==> src/rtl/serial_subtractor_if.sv <==
// Handshake and operand/result bundle for serial_subtractor.
// The overflow signal exists only when SERIAL_SUB_OVERFLOW_EN is defined.
interface serial_subtractor_if #(
  parameter int WIDTH = 8
) ();
  logic             start;
  logic [WIDTH-1:0] a;
  logic [WIDTH-1:0] b;
  logic             bin;
  logic             busy;
  logic             done;
  logic [WIDTH-1:0] diff;
  logic             borrow_out;
`ifdef SERIAL_SUB_OVERFLOW_EN
  logic             overflow;
`endif

`ifdef SERIAL_SUB_OVERFLOW_EN
  modport master (output start, a, b, bin, input busy, done, diff, borrow_out, overflow);
  modport slave  (input start, a, b, bin, output busy, done, diff, borrow_out, overflow);
`else
  modport master (output start, a, b, bin, input busy, done, diff, borrow_out);
  modport slave  (input start, a, b, bin, output busy, done, diff, borrow_out);
`endif
endinterface

==> src/rtl/serial_subtractor.sv <==
// Bit-serial a - b - bin, LSB first, one bit per clk through a full-subtractor cell.
// Optional signed overflow flag enabled by the macro SERIAL_SUB_OVERFLOW_EN.
//
// state | meaning
// IDLE  | waiting for start, result registers hold last completion
// SHIFT | one operand bit pair consumed per cycle, borrow kept in brw
// DONE  | done pulse cycle, returns to IDLE unconditionally
module serial_subtractor #(
  parameter int WIDTH = 8
) (
  input logic               clk,
  input logic               rst,
  serial_subtractor_if.slave bus
);
  localparam int CW = $clog2(WIDTH);
  localparam logic [CW-1:0] CNT_LAST = CW'(WIDTH - 1);

  typedef enum logic [1:0] {IDLE, SHIFT, DONE} state_t;

  state_t           state, state_nxt;
  logic [WIDTH-1:0] a_sh, b_sh;
  logic [WIDTH-2:0] res_sh;
  logic [WIDTH-1:0] res_next;
  logic [CW-1:0]    cnt;
  logic             brw;
  logic             x, y, d, bo;
  logic             busy_r, done_r, bo_r;
  logic [WIDTH-1:0] diff_r;
`ifdef SERIAL_SUB_OVERFLOW_EN
  logic             ops_differ;
  logic             ov_r;
`endif

  // Full-subtractor cell on the current LSBs and the held borrow.
  assign x        = a_sh[0];
  assign y        = b_sh[0];
  assign d        = x ^ y ^ brw;
  assign bo       = (~x & y) | (~(x ^ y) & brw);
  assign res_next = {d, res_sh};

  // State register.
  always_ff @(posedge clk) begin
    if (rst) state <= IDLE;
    else     state <= state_nxt;
  end

  // Next-state decode.
  always_comb begin
    state_nxt = state;
    case (state)
      IDLE:    if (bus.start) state_nxt = SHIFT;
      SHIFT:   if (cnt == CNT_LAST) state_nxt = DONE;
      DONE:    state_nxt = IDLE;
      default: state_nxt = IDLE;
    endcase
  end

  // Operand capture, bit stepping, result load and registered status.
  always_ff @(posedge clk) begin
    if (rst) begin
      a_sh   <= '0;
      b_sh   <= '0;
      res_sh <= '0;
      brw    <= 1'b0;
      cnt    <= '0;
      diff_r <= '0;
      bo_r   <= 1'b0;
      busy_r <= 1'b0;
      done_r <= 1'b0;
`ifdef SERIAL_SUB_OVERFLOW_EN
      ops_differ <= 1'b0;
      ov_r       <= 1'b0;
`endif
    end else begin
      case (state)
        IDLE: begin
          if (bus.start) begin
            a_sh <= bus.a;
            b_sh <= bus.b;
            brw  <= bus.bin;
            cnt  <= '0;
`ifdef SERIAL_SUB_OVERFLOW_EN
            ops_differ <= bus.a[WIDTH-1] ^ bus.b[WIDTH-1];
`endif
          end
        end
        SHIFT: begin
          res_sh <= res_next[WIDTH-1:1];
          a_sh   <= a_sh >> 1;
          b_sh   <= b_sh >> 1;
          brw    <= bo;
          if (cnt == CNT_LAST) begin
            // On the last step x is the captured a MSB.
            diff_r <= res_next;
            bo_r   <= bo;
`ifdef SERIAL_SUB_OVERFLOW_EN
            ov_r   <= ops_differ && (d != x);
`endif
          end else begin
            cnt <= cnt + 1'b1;
          end
        end
        default: ;
      endcase
      busy_r <= (state_nxt == SHIFT);
      done_r <= (state_nxt == DONE);
    end
  end

  assign bus.busy       = busy_r;
  assign bus.done       = done_r;
  assign bus.diff       = diff_r;
  assign bus.borrow_out = bo_r;
`ifdef SERIAL_SUB_OVERFLOW_EN
  assign bus.overflow   = ov_r;
`endif
endmodule

==> src/flat_wrapper.sv <==
// flat-port wrapper written by rule: the top's interface ports become plain ports
module serial_subtractor_flat 
#(
  parameter int WIDTH = 8
)
  (clk, rst, bus_start, bus_a, bus_b, bus_bin, bus_busy, bus_done, bus_diff, bus_borrow_out);
  serial_subtractor_if #(.WIDTH(WIDTH)) bus_i ();
  input logic clk;
  input logic rst;
  input wire logic [$bits(bus_i.start)-1:0] bus_start;
  input wire logic [$bits(bus_i.a)-1:0] bus_a;
  input wire logic [$bits(bus_i.b)-1:0] bus_b;
  input wire logic [$bits(bus_i.bin)-1:0] bus_bin;
  output wire logic [$bits(bus_i.busy)-1:0] bus_busy;
  output wire logic [$bits(bus_i.done)-1:0] bus_done;
  output wire logic [$bits(bus_i.diff)-1:0] bus_diff;
  output wire logic [$bits(bus_i.borrow_out)-1:0] bus_borrow_out;
  assign bus_i.start = bus_start;
  assign bus_i.a = bus_a;
  assign bus_i.b = bus_b;
  assign bus_i.bin = bus_bin;
  assign bus_busy = bus_i.busy;
  assign bus_done = bus_i.done;
  assign bus_diff = bus_i.diff;
  assign bus_borrow_out = bus_i.borrow_out;
  serial_subtractor #(.WIDTH(WIDTH)) u_core (.clk(clk), .rst(rst), .bus(bus_i));
endmodule
==> config.mk <==
export PLATFORM = sky130hd
export DESIGN_NAME = serial_subtractor_flat
export DESIGN_NICKNAME = d
export VERILOG_FILES = /design/src/rtl/serial_subtractor_if.sv /design/src/rtl/serial_subtractor.sv /design/src/flat_wrapper.sv
export SDC_FILE = /design/constraint.sdc
export NUM_CORES = 1
export LEC_CHECK = 0
export CAP_MARGIN = 15
export CORE_UTILIZATION = 42
export DETAILED_ROUTE_END_ITERATION = 12
export GPL_TIMING_DRIVEN = 0
export HOLD_SLACK_MARGIN = 0.06
export PLACE_DENSITY = 0.65
export SETUP_SLACK_MARGIN = 0.1
export SYNTH_ARGS = -nofsm -noshare
export SYNTH_HDL_FRONTEND = slang
export SYNTH_SLANG_ARGS = --single-unit
==> constraint.sdc <==
create_clock -name clk -period 2 [get_ports clk]
set_clock_uncertainty 0.05 [all_clocks]
set_input_delay 0.4 -clock clk [delete_from_list [all_inputs] [get_ports clk]]
set_output_delay 0.4 -clock clk [all_outputs]
set_load 0.01 [all_outputs]
==> impl_metrics.toml, run 1 <==
[die]
ios = 31
initial_core_util_pct = 44.00
die_w_microns = 64.16
row_count = 22
core-area_sq_mm = 0.003689
dieArea_sq_mm = 0.004117
die_h_microns = 64.16

[logic_synthesis]
syn_area_sq_mm = 0.001623
async_flop_share_pct = 0
synth_top_family_by_area = "simple AND/OR/NAND/NOR gates"
ys_types = 23
synth_seq_cells = 40
ys_seq_area_share_pct = 49.34
yosys_warnings = 0
synthXorXnorAreaFrac_pct = 0
synth_area_per_cell_sq_um = 9.168
synth_edf_count = 0
synthSimpleGateAreaFrac_pct = 16.58
synth_compound_area_share_pct = 16.35
ys.flop_type = "dfxtp_1"
yosys.area_share.adder_pct = 2.776
synth_mux_area_share_pct = 9.252
syn_inst = 177
synthesis.nets = 200

[clock_tree]
cts_resized = 0
cts_setup_buffers = 0
tritoncts = "built"
cts_hold_buf = 0
cts_buffers = 5
cts.sinks = 40
htreeDepth = 2
insertion_delay_ps = 300
cts_buffer_depth = 2
clk_pin_slew_worst_paths_ps = 80
root_buffer = "clkbuf_8"

[critical_path]
endpoint_kind = "output pin"
timing.rr.start = "u_core.cnt[0]"
cp_max_fo = 2
crit_start = "u_core.bus.diff[7]"
start_kind = "flop"
ff2ff_setup_slack_ps = 380
slowest_delay_ps = 540
slowest_stage = "clkdlybuf4s50_1"
reg2reg_depth = 6
r2r-end = "u_core.bus.diff[5]"
crit_buf_inv = 1
crit_chain = "clkdlybuf4s50_1"
crit_family = "buffers and inverters"
crit_cells = 1
required_ps = 1550
criticalPathCategory = "flop to output pin"
crit_end = "bus_diff[7]"
arrival_ps = 1190

[grt]
grt_util_all_layers_pct = 18.63
gr-total-overflow = 0
grt_pass1_wl_mm = 5.740
grt_pass1_vias = 1360
antenna_found_initial = 0
grt_max_degree = 14

[timing]
hold_viol_final = 0
maxSlewHeadroom_pct = 63.15
period_share_pct = 81.80
worst_pin_slew_ps = 551.6
fin_tns_setup_ps = 0
fin_hold_ws_ps = 406.6
maxSlewViolCount = 0
setup_viol = 0
min_period_ps = 1636
fmax_mhz = 611.3
rsz0062_at_grt = "no"

[detailed_routing]
dr_total_vias = 1348
firstDrtPassIters = 4
ant_nets = 0
initialDrtViolationCount = 39
routed_wl_mm = 3.457
drc = 0
via_per_inst = 5.125
wl_per_cell_microns = 13.14

[run_status]
status = "finished clean"

[power]
seqPwrFrac_pct = 53.2
p_leak_nw = 0.7791
swShare_pct = 24.94
p_per_area_mw_per_mm2 = 772.4
ir_worst_vdd_v = 0.0003848
power_frac_comb_pct = 11.4
p_int_w = 0.001205
p_switching_w = 0.0004003
clkPwrFrac_pct = 35.3

[flow_run]
maxCapViolations = 0

[layout]
final_cell_mix = "40 x dfxtp_1, 29 x clkdlybuf4s50_1, 23 x nand2_1"
nets = 237
syn2layout_area_growth_pct = 28.06
drive_gt1_share_pct = 8.372
final_common_cell = "dfxtp_1"
antennaDiodeCount = 0

[placed_design]
gp_congestion = 0.7397
io_buffers = 29
dp_hpwl_mm = 2.507

[hold_path]
min_path_type = "flop to flop"
whs_path_depth = 2
==> power by group through the flow <==
stage,clock (W),sequential [W],combinational [W]
after floorplan,0,0.000868,0.000117
after global placement,0,0.000871,0.000179
after global routing,0.000619,0.000859,0.000203
after CTS,0.000582,0.000854,0.000186
after detailed placement,0,0.000872,0.000185
final,0.000567,0.000854,0.000184
==> layout make-up <==
cell class,count,area (sq um)
Clock buffer,6,82.58
Fill cell,366,1610
Multi-Input combinational cell,121,729.5
Sequential cell,40,800.8
Timing Repair Buffer,30,297.8
Clock inverter,2,15.01
Buffer,15,88.84
Inverter,1,3.754
Tap cell,48,60.06
==> kinds of logic (layout without fill, tap and decap cells) <==
group / Yosys count / in the layout
and+or+nand+nor: 62 / 62
AOI/OAI and AO/OA: 41 / 41
DFF: 40 / 40
buffers and inverters: 16 / 54
muxes: 15 / 15
adders and majority gates: 3 / 3
==> synth_stat cells (2+ instances only) <==
cell type	n	area (sq um)
nand3_1	12	60.06
dfxtp_1	40	800.8
buf_2	7	35.03
nand2_1	23	86.33
a31oi_1	3	18.77
a22oi_1	2	15.01
clkbuf_1	6	22.52
a211oi_1	18	135.1
a21oi_1	16	80.08
mux2i_1	15	150.1
ha_1	2	25.02
nand2b_1	2	12.51
nor2_1	21	78.83
==> flip-flops by register name, summed over array words and instances (netlist names) <==
name	cells
u_core.a_sh	8
u_core.bus.done	1
u_core.cnt	3
u_core.bus.busy	1
u_core.brw	1
u_core.state	2
u_core.b_sh	8
u_core.bus.diff	8
u_core.bus.borrow_out	1
u_core.res_sh	7
==> per-stage QoR <==
step	power [W]	util [%]	cells	setup slack (ps)	instance area, sq um
after global routing	0.001681	56.34	263	222.3	2078
final	0.001605	56.34	263	364.1	2078
after global placement	0.001050	53.49	254	239.4	1973
after detailed placement	0.001058	53.49	254	202.1	1973
after floorplan	0.0009843	-	177	533.5	1623
after CTS	0.001622	56.14	262	183.5	2071
==> worst min path at each step <==
stage	from	slack, ps	end
2_1_floorplan	u_core.res_sh[0]	390	u_core.res_sh[0]
3_3_place_gp	u_core.bus.diff[6]	390	u_core.bus.diff[6]
3_5_place_dp	u_core.bus.diff[6]	400	u_core.bus.diff[6]
4_1_cts	u_core.bus.diff[6]	410	u_core.bus.diff[6]
5_1_grt	u_core.res_sh[0]	440	u_core.bus.diff[0]
6_report	u_core.bus.diff[6]	410	u_core.bus.diff[6]
==> metal layers <==
metal / wire length [microns] / share of wire, % / up-vias / track usage, %
met4: 56 / 1.6 / 0 / 11.67
met5: 0 / 0 / - / 0
met2: 1674 / 48 / 24 / 32.58
li1: - / - / 696 / -
met1: 1570 / 45 / 623 / 20.15
met3: 155 / 4.5 / 5 / 4.286
No activity file was read; power rests on OpenSTA's default activity.
==> run 2: changes to the inputs <==
- PLACE_DENSITY: 0.65 -> 0.67
- clock period: 2 -> 1.35 ns (I/O delays scaled with it)
==> run 2 against run 1 <==
  * Final area rose by 12%
  * Clock-buffer cell count decreased by 1
  * Worst setup slack got worse by 320 ps
  * Largest cell class is now multi-input combinational cells
  * Highest routed layer unchanged
==> impl_metrics.toml, run 2 (synthesis results as in run 1) <==
[run_status]
status = "finished clean"

[critical_path]
crit_chain = "inv_2, fa_1, a311oi_1"
cp_max_fo = 2
endpoint_kind = "flop"
slowest_delay_ps = 510
required_ps = 1500
slowest_stage = "fa_1"
crit_family = "adder cells"
criticalPathCategory = "flop to flop"
start_kind = "flop"
crit_buf_inv = 1
arrival_ps = 1460

[grt]
antenna_found_initial = 0
use_met3_pct = 5.893
met2_usage_pct = 31.65
grt_pass1_wl_mm = 6.009
grt_util_all_layers_pct = 19.18
grt_max_degree = 14
grt_pass1_vias = 1352
busiest_layer = "met2"
met1_usage_pct = 23.20
gr-total-overflow = 0

[timing]
rsz0062_at_grt = "yes"
min_period_ps = 1304
fin_hold_ws_ps = 307.5
fmax_mhz = 766.7
maxSlewViolCount = 0
maxSlewHeadroom_pct = 55.97
period_share_pct = 96.61
setup_viol = 0
worst_pin_slew_ps = 660.4
hold_viol_final = 0

[placed_design]
placed_cell_area_sq_mm = 0.002011
io_buffers = 29
dp_hpwl_mm = 2.349
gp_congestion = 0.7516

[flow_run]
maxCapViolations = 0

[layout]
final_area_sq_mm = 0.002328
num-fill-cells = 335
nets = 244
final_common_cell = "dfxtp_1"
drive_gt1_share_pct = 24.32
antennaDiodeCount = 0
syn2layout_area_growth_pct = 43.48
final_cell_mix = "34 x dfxtp_1, 22 x nand2_1, 21 x nor2_1"

[detailed_routing]
drc = 0
firstDrtPassIters = 4
dr_total_vias = 1398
via_per_inst = 5.178
wl_per_cell_microns = 13.35
initialDrtViolationCount = 123
routed_wl_mm = 3.604
ant_nets = 0

[power]
ir_worst_vdd_v = 0.0008464
p_per_area_mw_per_mm2 = 1106
p_leak_nw = 0.8959

[clock_tree]
root_buffer = "clkbuf_8"
cts_buffers = 5
insertion_delay_ps = 290
tritoncts = "built"
cts.sinks = 40
cts_hold_buf = 0
htreeDepth = 2
clk_pin_slew_worst_paths_ps = 80
cts_buffer_depth = 2

[hold_path]
min_path_type = "primary input to flop"

[die]
dieArea_sq_mm = 0.004117
die_h_microns = 64.16
initial_core_util_pct = 44.00
ios = 31
row_count = 22
die_w_microns = 64.16
core-area_sq_mm = 0.003689
-- run 2: changes by cell type in the layout (fill, tap and decap cells not counted), moves of 3 or more --
cell / delta
mux2i_2: +4
mux2i_1: -4
buf_6: +6
buf_4: +5
dfxtp_1: -6
dlygate4sd2_1: +6
clkdlybuf4s15_1: +5
clkdlybuf4s50_1: -12
a211oi_1: -7
a211oi_2: +7
dfxtp_2: +3
buf_2: -5
dfxtp_4: +3
-- run 2: report_power, final --
group          switching (W)  internal [W]
logic               0.000156      0.000184
clock network       0.000423      0.000547
registers          0.0000352       0.00123
total               0.000614       0.00196
-- run 2: per-layer routing --
metal / share of wire (%) / wire, microns
met1: 46 / 1675
met2: 48 / 1713
met3: 4.6 / 164
met4: 1.4 / 51
met5: 0 / 0
-- run 2: worst paths after layout --
check	slack [ps]	depth (start not counted)	start	to
min	310	2	rst	u_core.state[1]
min reg2reg	410	2	u_core.bus.diff[1]	u_core.bus.diff[1]
max reg2reg	50	3	u_core.a_sh[0]	u_core.bus.diff[7]
max	50	3	u_core.a_sh[0]	u_core.bus.diff[7]
-- run 2: stage by stage --
step	cells	utilization [%]	setup WS, ps	total power, W	setup TNS [ps]
after floorplan	177	-	63.93	0.001461	0
after global placement	254	54.51	-281.2	0.001556	-5042
after detailed placement	254	54.51	-318.4	0.001564	-5804
after CTS	269	59.90	95.92	0.002555	0
after global routing	270	63.13	-16.32	0.002691	-67.18
final	270	63.13	45.70	0.002575	0
-- run 2: area by class of cell --
cell class | instances | area, sq um | share of cell area (%)
repair buffers | 38 | 375.4 | 16.12
well taps | 48 | 60.06 | 2.579
clock buffers | 5 | 68.82 | 2.955
clock inverters | 3 | 42.54 | 1.827
inverters | 1 | 3.754 | 0.1612
multi-input cells | 121 | 837.1 | 35.95
plain buffers | 14 | 125.1 | 5.373
flip-flops and latches | 40 | 815.8 | 35.03
-- run 2: timing repair --
action / in CTS / in global routing
endpoints found under the setup margin: 51 / 43
pin swaps: 7 / 11
resized for setup: 31 / 33
gates cloned: 0 / 1
setup buffers: 8 / 0
-- run 2: worst reg2reg max path: stages, from the launching register on --
cell,delay (ps)
dfxtp_2,340
inv_2,40
fa_1,510
a311oi_1,290
